### config.mk
export PLATFORM = sky130hd
export DESIGN_NAME = pipeline_hazard_ctrl_flat
export DESIGN_NICKNAME = d
export VERILOG_FILES = /design/src/rtl/pipeline_hazard_ctrl_if.sv /design/src/rtl/pipeline_hazard_ctrl.sv /design/src/flat_wrapper.sv
export SDC_FILE = /design/constraint.sdc
export NUM_CORES = 1
export LEC_CHECK = 0
export CAP_MARGIN = 10
export CORE_ASPECT_RATIO = 0.6
export CORE_MARGIN = 2
export CORE_UTILIZATION = 51
export CTS_CLUSTER_SIZE = 28
export DETAILED_ROUTE_END_ITERATION = 12
export MAX_ROUTING_LAYER = met4
export PLACE_DENSITY = 0.84
export SYNTH_ARGS = -nofsm -noshare
export SYNTH_HDL_FRONTEND = slang
export SYNTH_SLANG_ARGS = --single-unit
### constraint.sdc
create_clock -name clock -period 5 [get_ports clock]
set_clock_uncertainty 0.1 [all_clocks]
set_input_delay 1.5 -clock clock [delete_from_list [all_inputs] [get_ports clock]]
set_output_delay 1.5 -clock clock [all_outputs]
set_load 0.05 [all_outputs]
### src/rtl/pipeline_hazard_ctrl_if.sv
// Purpose: bundles the decode-side hazard inputs and pipeline-register controls.
// Latency: none, wires only.
// Backpressure: none; the controls themselves are the pipeline's stall mechanism.
interface pipeline_hazard_ctrl_if #(
    parameter int CNT_W = 16
);
    logic [4:0]       id_rs;
    logic [4:0]       id_rt;
    logic             id_uses_rt;
    logic             ex_MemRead;
    logic [4:0]       ex_rt;
    logic             branch_taken;
    logic             mem_req;
    logic             mem_ack;
    logic             pc_write;
    logic             if_id_write;
    logic             if_id_flush;
    logic             id_ex_write;
    logic             id_ex_bubble;
    logic             ex_mem_write;
    logic             ex_mem_flush;
    logic             mem_wb_write;
    logic [CNT_W-1:0] stall_cycles;
    logic             bus_timeout;

    // Pipeline side: supplies decode/EX/MEM status, consumes the controls.
    modport master (
        output id_rs, id_rt, id_uses_rt, ex_MemRead, ex_rt,
               branch_taken, mem_req, mem_ack,
        input  pc_write, if_id_write, if_id_flush, id_ex_write, id_ex_bubble,
               ex_mem_write, ex_mem_flush, mem_wb_write, stall_cycles, bus_timeout
    );

    // Controller side.
    modport slave (
        input  id_rs, id_rt, id_uses_rt, ex_MemRead, ex_rt,
               branch_taken, mem_req, mem_ack,
        output pc_write, if_id_write, if_id_flush, id_ex_write, id_ex_bubble,
               ex_mem_write, ex_mem_flush, mem_wb_write, stall_cycles, bus_timeout
    );
endinterface

### src/rtl/pipeline_hazard_ctrl.sv
// Purpose: load-use bubble, branch flush and memory-wait freeze control for a 5-stage pipeline.
// Latency: controls are combinational from current state and inputs; state updates on the next edge.
// Backpressure: a pending data-memory access freezes every stage until mem_ack or TIMEOUT cycles.
module pipeline_hazard_ctrl #(
    parameter int TIMEOUT = 16,
    parameter int CNT_W   = 16
) (
    input  logic                 clock,
    input  logic                 reset_n,
    pipeline_hazard_ctrl_if.slave bus
);

    typedef enum logic {
        RUN      = 1'b0,
        MEM_WAIT = 1'b1
    } state_t;

    state_t           state;
    logic             pending_flush;
    logic [7:0]       wait_cnt;
    logic [CNT_W-1:0] stall_cnt;
    logic             timeout_flag;

    logic hazard;
    logic freeze_start;
    logic wait_release;

    // Load in EX whose destination is read by the instruction in ID.
    assign hazard = bus.ex_MemRead && (bus.ex_rt != 5'd0) &&
                    ((bus.ex_rt == bus.id_rs) ||
                     (bus.id_uses_rt && (bus.ex_rt == bus.id_rt)));

    assign freeze_start = bus.mem_req && !bus.mem_ack;

    // Leaving MEM_WAIT: the access completed, or the wait budget is exhausted
    // (the entry cycle counted as the first frozen cycle).
    assign wait_release = bus.mem_ack || (wait_cnt == 8'(TIMEOUT));

    // Pipeline-register and PC controls, forced idle while reset is held.
    always_comb begin
        bus.pc_write     = 1'b0;
        bus.if_id_write  = 1'b0;
        bus.if_id_flush  = 1'b0;
        bus.id_ex_write  = 1'b0;
        bus.id_ex_bubble = 1'b0;
        bus.ex_mem_write = 1'b0;
        bus.ex_mem_flush = 1'b0;
        bus.mem_wb_write = 1'b0;
        if (reset_n) begin
            case (state)
                RUN: begin
                    if (!freeze_start) begin
                        bus.pc_write     = 1'b1;
                        bus.if_id_write  = 1'b1;
                        bus.id_ex_write  = 1'b1;
                        bus.ex_mem_write = 1'b1;
                        bus.mem_wb_write = 1'b1;
                        if (bus.branch_taken) begin
                            bus.if_id_flush  = 1'b1;
                            bus.id_ex_bubble = 1'b1;
                            bus.ex_mem_flush = 1'b1;
                        end else if (hazard) begin
                            bus.pc_write     = 1'b0;
                            bus.if_id_write  = 1'b0;
                            bus.id_ex_bubble = 1'b1;
                        end
                    end
                end
                MEM_WAIT: begin
                    if (wait_release) begin
                        bus.pc_write     = 1'b1;
                        bus.if_id_write  = 1'b1;
                        bus.id_ex_write  = 1'b1;
                        bus.ex_mem_write = 1'b1;
                        bus.mem_wb_write = 1'b1;
                        // A branch seen while frozen, or resolving now, redirects on release.
                        if (pending_flush || bus.branch_taken) begin
                            bus.if_id_flush  = 1'b1;
                            bus.id_ex_bubble = 1'b1;
                            bus.ex_mem_flush = 1'b1;
                        end
                    end
                end
                default: ;
            endcase
        end
    end

    // Wait FSM, pending branch flush, stall counter and sticky timeout flag.
    always_ff @(posedge clock) begin
        if (!reset_n) begin
            state         <= RUN;
            pending_flush <= 1'b0;
            wait_cnt      <= 8'd0;
            stall_cnt     <= '0;
            timeout_flag  <= 1'b0;
        end else begin
            if (!bus.pc_write && (stall_cnt != {CNT_W{1'b1}})) begin
                stall_cnt <= stall_cnt + 1'b1;
            end
            case (state)
                RUN: begin
                    if (freeze_start) begin
                        state         <= MEM_WAIT;
                        wait_cnt      <= 8'd1;
                        pending_flush <= bus.branch_taken;
                    end
                end
                MEM_WAIT: begin
                    if (wait_release) begin
                        state         <= RUN;
                        wait_cnt      <= 8'd0;
                        pending_flush <= 1'b0;
                        if (!bus.mem_ack) begin
                            timeout_flag <= 1'b1;
                        end
                    end else begin
                        wait_cnt <= wait_cnt + 8'd1;
                        if (bus.branch_taken) begin
                            pending_flush <= 1'b1;
                        end
                    end
                end
                default: state <= RUN;
            endcase
        end
    end

    assign bus.stall_cycles = stall_cnt;
    assign bus.bus_timeout  = timeout_flag;

endmodule

### src/flat_wrapper.sv
// flat-port wrapper written by rule: the top's interface ports become plain ports
module pipeline_hazard_ctrl_flat 
#(
    parameter int TIMEOUT = 16,
    parameter int CNT_W   = 16
)
  (clock, reset_n, bus_id_rs, bus_id_rt, bus_id_uses_rt, bus_ex_MemRead, bus_ex_rt, bus_branch_taken, bus_mem_req, bus_mem_ack, bus_pc_write, bus_if_id_write, bus_if_id_flush, bus_id_ex_write, bus_id_ex_bubble, bus_ex_mem_write, bus_ex_mem_flush, bus_mem_wb_write, bus_stall_cycles, bus_bus_timeout);
  pipeline_hazard_ctrl_if #(.CNT_W(CNT_W)) bus_i ();
  input  logic clock;
  input  logic reset_n;
  input wire logic [$bits(bus_i.id_rs)-1:0] bus_id_rs;
  input wire logic [$bits(bus_i.id_rt)-1:0] bus_id_rt;
  input wire logic [$bits(bus_i.id_uses_rt)-1:0] bus_id_uses_rt;
  input wire logic [$bits(bus_i.ex_MemRead)-1:0] bus_ex_MemRead;
  input wire logic [$bits(bus_i.ex_rt)-1:0] bus_ex_rt;
  input wire logic [$bits(bus_i.branch_taken)-1:0] bus_branch_taken;
  input wire logic [$bits(bus_i.mem_req)-1:0] bus_mem_req;
  input wire logic [$bits(bus_i.mem_ack)-1:0] bus_mem_ack;
  output wire logic [$bits(bus_i.pc_write)-1:0] bus_pc_write;
  output wire logic [$bits(bus_i.if_id_write)-1:0] bus_if_id_write;
  output wire logic [$bits(bus_i.if_id_flush)-1:0] bus_if_id_flush;
  output wire logic [$bits(bus_i.id_ex_write)-1:0] bus_id_ex_write;
  output wire logic [$bits(bus_i.id_ex_bubble)-1:0] bus_id_ex_bubble;
  output wire logic [$bits(bus_i.ex_mem_write)-1:0] bus_ex_mem_write;
  output wire logic [$bits(bus_i.ex_mem_flush)-1:0] bus_ex_mem_flush;
  output wire logic [$bits(bus_i.mem_wb_write)-1:0] bus_mem_wb_write;
  output wire logic [$bits(bus_i.stall_cycles)-1:0] bus_stall_cycles;
  output wire logic [$bits(bus_i.bus_timeout)-1:0] bus_bus_timeout;
  assign bus_i.id_rs = bus_id_rs;
  assign bus_i.id_rt = bus_id_rt;
  assign bus_i.id_uses_rt = bus_id_uses_rt;
  assign bus_i.ex_MemRead = bus_ex_MemRead;
  assign bus_i.ex_rt = bus_ex_rt;
  assign bus_i.branch_taken = bus_branch_taken;
  assign bus_i.mem_req = bus_mem_req;
  assign bus_i.mem_ack = bus_mem_ack;
  assign bus_pc_write = bus_i.pc_write;
  assign bus_if_id_write = bus_i.if_id_write;
  assign bus_if_id_flush = bus_i.if_id_flush;
  assign bus_id_ex_write = bus_i.id_ex_write;
  assign bus_id_ex_bubble = bus_i.id_ex_bubble;
  assign bus_ex_mem_write = bus_i.ex_mem_write;
  assign bus_ex_mem_flush = bus_i.ex_mem_flush;
  assign bus_mem_wb_write = bus_i.mem_wb_write;
  assign bus_stall_cycles = bus_i.stall_cycles;
  assign bus_bus_timeout = bus_i.bus_timeout;
  pipeline_hazard_ctrl #(.TIMEOUT(TIMEOUT), .CNT_W(CNT_W)) u_core (.clock(clock), .reset_n(reset_n), .bus(bus_i));
endmodule
==> results of run 1 <==
-- metal layers --
| layer | routed length (µm) | track usage (%) |
|---|---|---|
| met1 | 1907 | 30.04 |
| met2 | 1648 | 34.34 |
| met3 | 273 | 5.410 |
| met4 | 19 | 4.386 |
| met5 | 0 | - |
-- through the flow --
stage | setup slack, ns | utilization, % | total power (µW)
after CTS | 0.1247 | 69.61 | 459.0
final | 0.1564 | 69.61 | 457.4
after floorplan | 0.4701 | - | 292.3
after detailed placement | 0.1253 | 68.16 | 335.3
after global routing | 0.08244 | 69.61 | 476.6
after global placement | 0.1985 | 68.16 | 333.5
-- kinds of logic after synthesis --
family,Yosys count
simple gates,86
compound gates,49
flops,27
buf+inv,22
xor+xnor,10
mux,3
fa+ha+maj,3
-- power by group through the flow --
stage	Sequential (µW)	Combinational [µW]	Clock (µW)
final	223	107	127
after global routing	224	115	138
after CTS	223	108	128
after detailed placement	228	107	0
after global placement	228	106	0
after floorplan	233	59.5	0
-- cells in the mapped netlist, drive strengths merged (2+ instances only) --
library cell	number
o21ai	6
dfxtp	27
ha	3
buf	9
a311oi	2
a41oi	2
o21bai	2
clkbuf	4
xnor2	10
nor4	2
a31oi	2
nor2	16
mux2i	3
and4	2
nor4b	2
a21oi	18
nand2b	4
and3	3
o31ai	8
nor3b	5
o22ai	2
nor2b	2
or4	10
nand3	11
nand2	18
nand4	3
nor3	2
o21a	2
inv	9
and2	4
-- flip-flops by register name, summed over array words and instances (netlist names) --
| signal | cells |
|---|---|
| u_core.pending_flush | 1 |
| u_core.bus.bus_timeout | 1 |
| u_core.wait_cnt | 8 |
| u_core.state | 1 |
| u_core.bus.stall_cycles | 16 |
-- layout make-up --
type,instances,share of cell area (%)
sequential,27,24.24
timing repair buffer,48,24.35
tap,45,2.525
inverter,9,1.515
multi-input combinational,151,45.29
clock inverter,1,0.2245
clock buffer,3,1.852
-- worst max-delay path by stage --
stage | start | to | slack [ns] | cells past startpoint
2_1_floorplan | bus_ex_rt[0] | bus_pc_write | 0.47 | 7
3_3_place_gp | bus_ex_rt[0] | bus_pc_write | 0.20 | 6
3_5_place_dp | bus_ex_rt[0] | bus_if_id_write | 0.13 | 6
4_1_cts | bus_ex_rt[0] | bus_if_id_write | 0.12 | 6
5_1_grt | bus_ex_rt[0] | bus_if_id_write | 0.08 | 6
6_report | bus_ex_rt[0] | bus_if_id_write | 0.16 | 6
-- critical path, delay by kind of cell --
kind,cells,cell delay (ns)
compound gates,1,0.32
buf+inv,2,0.65
simple gates,3,0.76
==> impl_metrics.py, run 1 <==
metrics = {
    "run_status": {
        "status": "complete, no violations",
    },
    "logic_synthesis": {
        "synth_cells": 200,
        "syn_area_per_cell_um2": 8.371,
        "synth-adder-area-share_pct": 2.242,
        "synth_top_family_by_area": "simple AND/OR/NAND/NOR gates",
        "yosysTopAreaCell": "dfxtp_1",
        "syn_area_um2": 1674,
        "yosys-top-cells-area": "dfxtp_1, a21oi_1, xnor2_1, or4_1, nand2_1",
        "synth_edf_count": 0,
        "yosys_warnings": 0,
        "synth_cell_types": 51,
        "ys_ff_latch": 27,
        "synth.mux.area_fraction_pct": 1.794,
        "synth_compound_area_share_pct": 20.78,
        "ys_seq_area_share_pct": 32.29,
        "synth.net_count": 225,
        "synth_top_area_share_pct": 32.29,
        "async_flop_share_pct": 0,
        "synth_top_flop_cell": "dfxtp_1",
        "yosys.area_share.simple_pct": 30.27,
        "yosys.area_share.xor_xnor_pct": 5.232,
    },
    "route": {
        "drt_pass1_iterations": 4,
        "via_per_inst": 5.754,
        "wl_per_cell_um": 13.55,
        "drt-initial-drc-count": 148,
        "drc": 0,
        "antenna_left": 0,
        "routed-via-count": 1634,
        "routed_wl_mm": 3.849,
    },
    "clock_tree": {
        "ctsHoldBuffers": 0,
        "cts_sinks": 27,
        "numCtsBuffers": 3,
        "cts_resized": 0,
        "cts_root_buf": "clkbuf_8",
        "post_cts_buffers": 0,
        "clock_path_buffers": 2,
        "htree_num_levels": 1,
        "insertion_delay_ns": 0.28,
        "cts_tree": "done",
        "path_clk_slew_ns": 0.09,
    },
    "final_layout": {
        "num_antenna_cells": 0,
        "nNetsFinal": 265,
        "seqCellArea_um2": 540.5,
        "multi_input_comb_area_um2": 1010,
        "mostFrequentLayoutCells": "clkdlybuf4s50_1, dfxtp_1, nand2_1, a21oi_1, nor2_1",
        "layout_commonest_cell": "clkdlybuf4s50_1",
        "fillers": 262,
        "design_area_um2": 2230,
        "fin_cells": 284,
        "drive_above_1_share_pct": 11.30,
        "synthToLayoutAreaGrowth_pct": 33.18,
    },
    "timing": {
        "report.final.slew_viol_count": 0,
        "finalHoldViolCount": 0,
        "layout_min_cycle_time_ns": 4.844,
        "timing.hold.ws_ns": 0.4008,
        "fmax_mhz": 206.5,
        "setup_tns_ns": 0,
        "worst_pin_slew_ns": 0.6369,
        "setup_viol": 0,
        "rsz0062_at_grt": "false",
        "period_share_pct": 96.87,
        "maxSlewHeadroom_pct": 57.49,
    },
    "setup_path": {
        "r2r_cells": 9,
        "end_kind": "output pin",
        "crit_arrival_ns": 3.24,
        "crit_chain": "clkdlybuf4s50_1 > or4_1 > nor2_1 > nor3b_2 > a31oi_4 > buf_12",
        "timing.rr.end": "u_core.bus.stall_cycles[15]$_SDFFE_PN0P_",
        "crit_type": "primary input to output pin",
        "critical_path_required_ns": 3.40,
        "crit_fanout": 3,
        "crit_path_top_delay_cell": "or4_1",
        "r2r_setup_slack_ns": 2.61,
        "critPathLaunchType": "primary input",
        "cpPeakStageDelay_ns": 0.55,
        "regToRegStartpoint": "u_core.wait_cnt[0]$_SDFFE_PN0P_",
    },
    "floorplan": {
        "num_rows": 16,
        "die_x_um": 77.97,
        "pin_count": 47,
        "die_area_um2": 3772,
        "core_area_um2": 3203,
        "die_h_um": 48.38,
        "initial_core_util_pct": 52.27,
    },
    "hold_path": {
        "hold_path_end": "u_core.bus.stall_cycles[5]$_SDFFE_PN0P_",
        "min_from": "u_core.bus.stall_cycles[5]$_SDFFE_PN0P_",
        "hold_class": "register to register",
        "holdPathStages": 2,
    },
    "placement": {
        "gp_congestion": 0.8899,
        "dp_hpwl_mm": 2.908,
        "placed_area_um2": 2183,
        "place_inst": 280,
        "portBuffers": 46,
    },
    "job": {
        "cap_violations": 0,
    },
    "power_and_ir_drop": {
        "p_per_area_nw_per_um2": 205.1,
        "swShare_pct": 28.88,
        "p_leak_uw": 0.0007473,
        "p_comb_share_pct": 23.4,
        "irDropWorstVdd_v": 0.0001104,
        "p_int_uw": 325.3,
        "pwr-share-clk_pct": 27.7,
        "power_frac_seq_pct": 48.8,
        "p_switching_uw": 132.1,
    },
    "grt": {
        "antenna_found_initial": 0,
        "grt_pass1_vias": 1473,
        "grt_max_degree": 30,
        "grt_use_total_pct": 22.20,
        "overflow": 0,
        "grt_pass1_wl_mm": 6.658,
    },
}
Power figures use the tool's default switching activity.
==> run 2, diff against run 1 <==
ABC_AREA = 1   (was not set)
CORE_ASPECT_RATIO = not set   (was 0.6)
CORE_UTILIZATION = 52   (was 51)
PLACE_DENSITY = 0.85   (was 0.84)
==> run 2 against run 1 <==
  * Register-to-register slack improved by 0.33 ns
  * Sequential power barely moved
  * Die area rose by 4.8%
  * Total power fell by 2.9%
  * Final area rose by 6.3%
  * Clock power fell by 24%
  * Non-clock buffer count rose by 1
  * Core utilization rose by 1.4 points
  * Via count rose by 15%
  * Setup slack improved by 0.13 ns
  * Synthesized cell count rose by 46%
  * Critical endpoint is now bus_ex_mem_flush
  * Largest cell class unchanged
  * Highest routed layer unchanged
==> impl_metrics.py, run 2 <==
metrics = {
    "clock_tree": {
        "clock_path_buffers": 2,
        "cts_tree": "done",
        "post_cts_buffers": 0,
        "numCtsBuffers": 3,
        "path_clk_slew_ns": 0.14,
        "insertion_delay_ns": 0.33,
        "cts_resized": 0,
        "cts_sinks": 27,
        "cts_root_buf": "clkbuf_4",
        "htree_num_levels": 1,
        "ctsHoldBuffers": 0,
    },
    "placement": {
        "gp_congestion": 0.8444,
        "dp_hpwl_mm": 3.123,
        "portBuffers": 46,
    },
    "grt": {
        "grt_pass1_vias": 1582,
        "grt_use_total_pct": 20.70,
        "grt_max_degree": 30,
        "overflow": 0,
        "grt_pass1_wl_mm": 6.596,
        "antenna_found_initial": 0,
    },
    "final_layout": {
        "seqCellArea_um2": 540.5,
        "post-route-util_pct": 71.05,
        "layout_commonest_cell": "nand2_1",
        "num_antenna_cells": 0,
        "drive_above_1_share_pct": 10.18,
        "mostFrequentLayoutCells": "nand2_1, inv_1, clkdlybuf4s50_1",
        "largest_reg_flops": 16,
        "fillers": 298,
        "synthToLayoutAreaGrowth_pct": 31.51,
        "nNetsFinal": 360,
        "multi_input_comb_area_um2": 999.7,
    },
    "route": {
        "wl_met2_mm": 1.988,
        "drt-initial-drc-count": 108,
        "met1_length_mm": 1.793,
        "dr.max_layer_used": "met4",
        "antenna_left": 0,
        "drc": 0,
        "drt_pass1_iterations": 4,
        "wl_per_cell_um": 10.39,
        "routed_wl_mm": 3.949,
        "routed-via-count": 1880,
        "dr_wl_met3_um": 148,
        "via_per_inst": 4.947,
    },
    "timing": {
        "finalHoldViolCount": 0,
        "report.final.slew_viol_count": 0,
        "maxSlewHeadroom_pct": 66.67,
        "rsz0062_at_grt": "false",
        "period_share_pct": 94.28,
        "setup_tns_ns": 0,
        "setup_viol": 0,
        "timing.hold.ws_ns": 0.3811,
        "worst_pin_slew_ns": 0.4983,
        "fmax_mhz": 212.1,
        "layout_min_cycle_time_ns": 4.714,
    },
    "logic_synthesis": {
        "async_flop_share_pct": 0,
        "yosys_warnings": 0,
        "synth_cell_types": 32,
        "yosysTopAreaCell": "dfxtp_1",
        "synth.net_count": 316,
        "syn_area_um2": 1803,
        "synth_top_area_share_pct": 29.98,
        "synth_edf_count": 0,
        "yosysMostFrequentCell": "nand2_1",
        "yosys-top-cells-area": "dfxtp_1, nand2_1, inv_1, nor2_1, nand3_1",
        "synth_cells": 291,
        "ys_seq_area_share_pct": 29.98,
        "synth_top_flop_cell": "dfxtp_1",
        "ys_ff_latch": 27,
        "syn_area_per_cell_um2": 6.196,
        "synth_commonest_cells": "nand2_1, inv_1, nor2_1, dfxtp_1, nand3_1",
    },
    "floorplan": {
        "die_x_um": 62.89,
        "num_rows": 21,
        "die_h_um": 62.89,
        "pin_count": 47,
        "initial_core_util_pct": 54.03,
        "die_area_um2": 3955,
        "core_area_um2": 3337,
    },
    "power_and_ir_drop": {
        "p_leak_uw": 0.001083,
        "p_per_area_nw_per_um2": 187.4,
        "irDropWorstVdd_v": 0.0001807,
    },
    "run_status": {
        "status": "complete, no violations",
    },
    "setup_path": {
        "crit_buf_inv": 3,
        "crit_type": "primary input to output pin",
        "critPathLaunch": "bus_mem_ack",
        "path_depth": 8,
        "crit_arrival_ns": 3.11,
        "critical_path_required_ns": 3.40,
        "regToRegStartpoint": "u_core.bus.stall_cycles[0]$_SDFFE_PN0P_",
        "crit_chain": "clkdlybuf4s50_1 > inv_1 > nand3_1 > nand2_4 > nor2_8 > o31ai_1 > nor2_1 > buf_12",
        "end_kind": "output pin",
        "r2r_setup_slack_ns": 2.94,
        "critPathLaunchType": "primary input",
        "crit_family": "simple AND/OR/NAND/NOR gates",
        "cpPeakStageDelay_ns": 0.47,
        "crit_fanout": 5,
        "crit_path_top_delay_cell": "clkdlybuf4s50_1",
        "r2r_cells": 12,
    },
    "hold_path": {
        "hold_class": "register to register",
        "min_from": "u_core.pending_flush$_SDFFE_PN0P_",
        "holdPathStages": 2,
    },
    "job": {
        "cap_violations": 0,
    },
}
run 2: changes by cell type in the layout (fill, tap and decap cells not counted), sizes merged, moves of 9 or more:
cell   delta
nand2    +76
inv      +40
nor2     +24
nand3    +11
or4      -10
xnor2     -9
run 2: final cells by class:
cell class,count,share of cell area (%)
tap,46,2.427
multi-input combinational,205,42.16
sequential,27,22.80
inverter,49,7.757
timing repair buffer,49,23.75
clock buffer,4,1.108
run 2: worst paths after layout:
path / end
setup / recovery: bus_ex_mem_flush
hold / removal: u_core.pending_flush$_SDFFE_PN0P_
setup reg to reg: u_core.bus.stall_cycles[15]$_SDFFE_PN0P_
hold reg to reg: u_core.pending_flush$_SDFFE_PN0P_
run 2: report_power, final:
group / internal [µW] / leakage [µW] / switching, µW
clock network: 31.3 / 0.0000150 / 64.7
registers: 219 / 0.000219 / 4.03
logic: 54.6 / 0.000850 / 70.3
run 2: metrics by stage:
stage	instance area [µm²]	setup WS [ns]	power, µW	instances
after floorplan	1803	0.1500	303.5	291
after detailed placement	2345	0.2906	352.9	376
after CTS	2371	0.2685	447.2	380
after global routing	2371	0.1725	467.3	380
final	2371	0.2861	444.2	380
after global placement	2345	0.2968	351.3	376
run 2: worst reg2reg max path, stage by stage (launching register included):
cell     delay, ns
dfxtp_1       0.43
ha_1          0.20
nand2_1       0.06
inv_1         0.10
nand3_1       0.13
inv_1         0.12
nand4_1       0.38
inv_1         0.19
nor2_1        0.08
nand2_1       0.06
nand2_1       0.04
nand2_1       0.05
nor2_1        0.04
run 2: per-layer routing:
metal,global-route usage (%),vias to the layer above
met5,-,-
met4,4.167,0
met3,3.964,2
met2,36.17,41
met1,24.72,839
li1,-,998
run 2: cells by family (layout without fill, tap and decap cells):
family | after synthesis | count (layout) | synth area share (%)
AOI/OAI and AO/OA | 28 | 28 | 9.161
xor gates and xnor gates | 1 | 1 | 0.4859
adders and majority gates | 3 | 3 | 2.082
buffers and inverters | 59 | 102 | 14.57
DFF | 27 | 27 | 29.98
and+or+nand+nor | 173 | 173 | 43.72
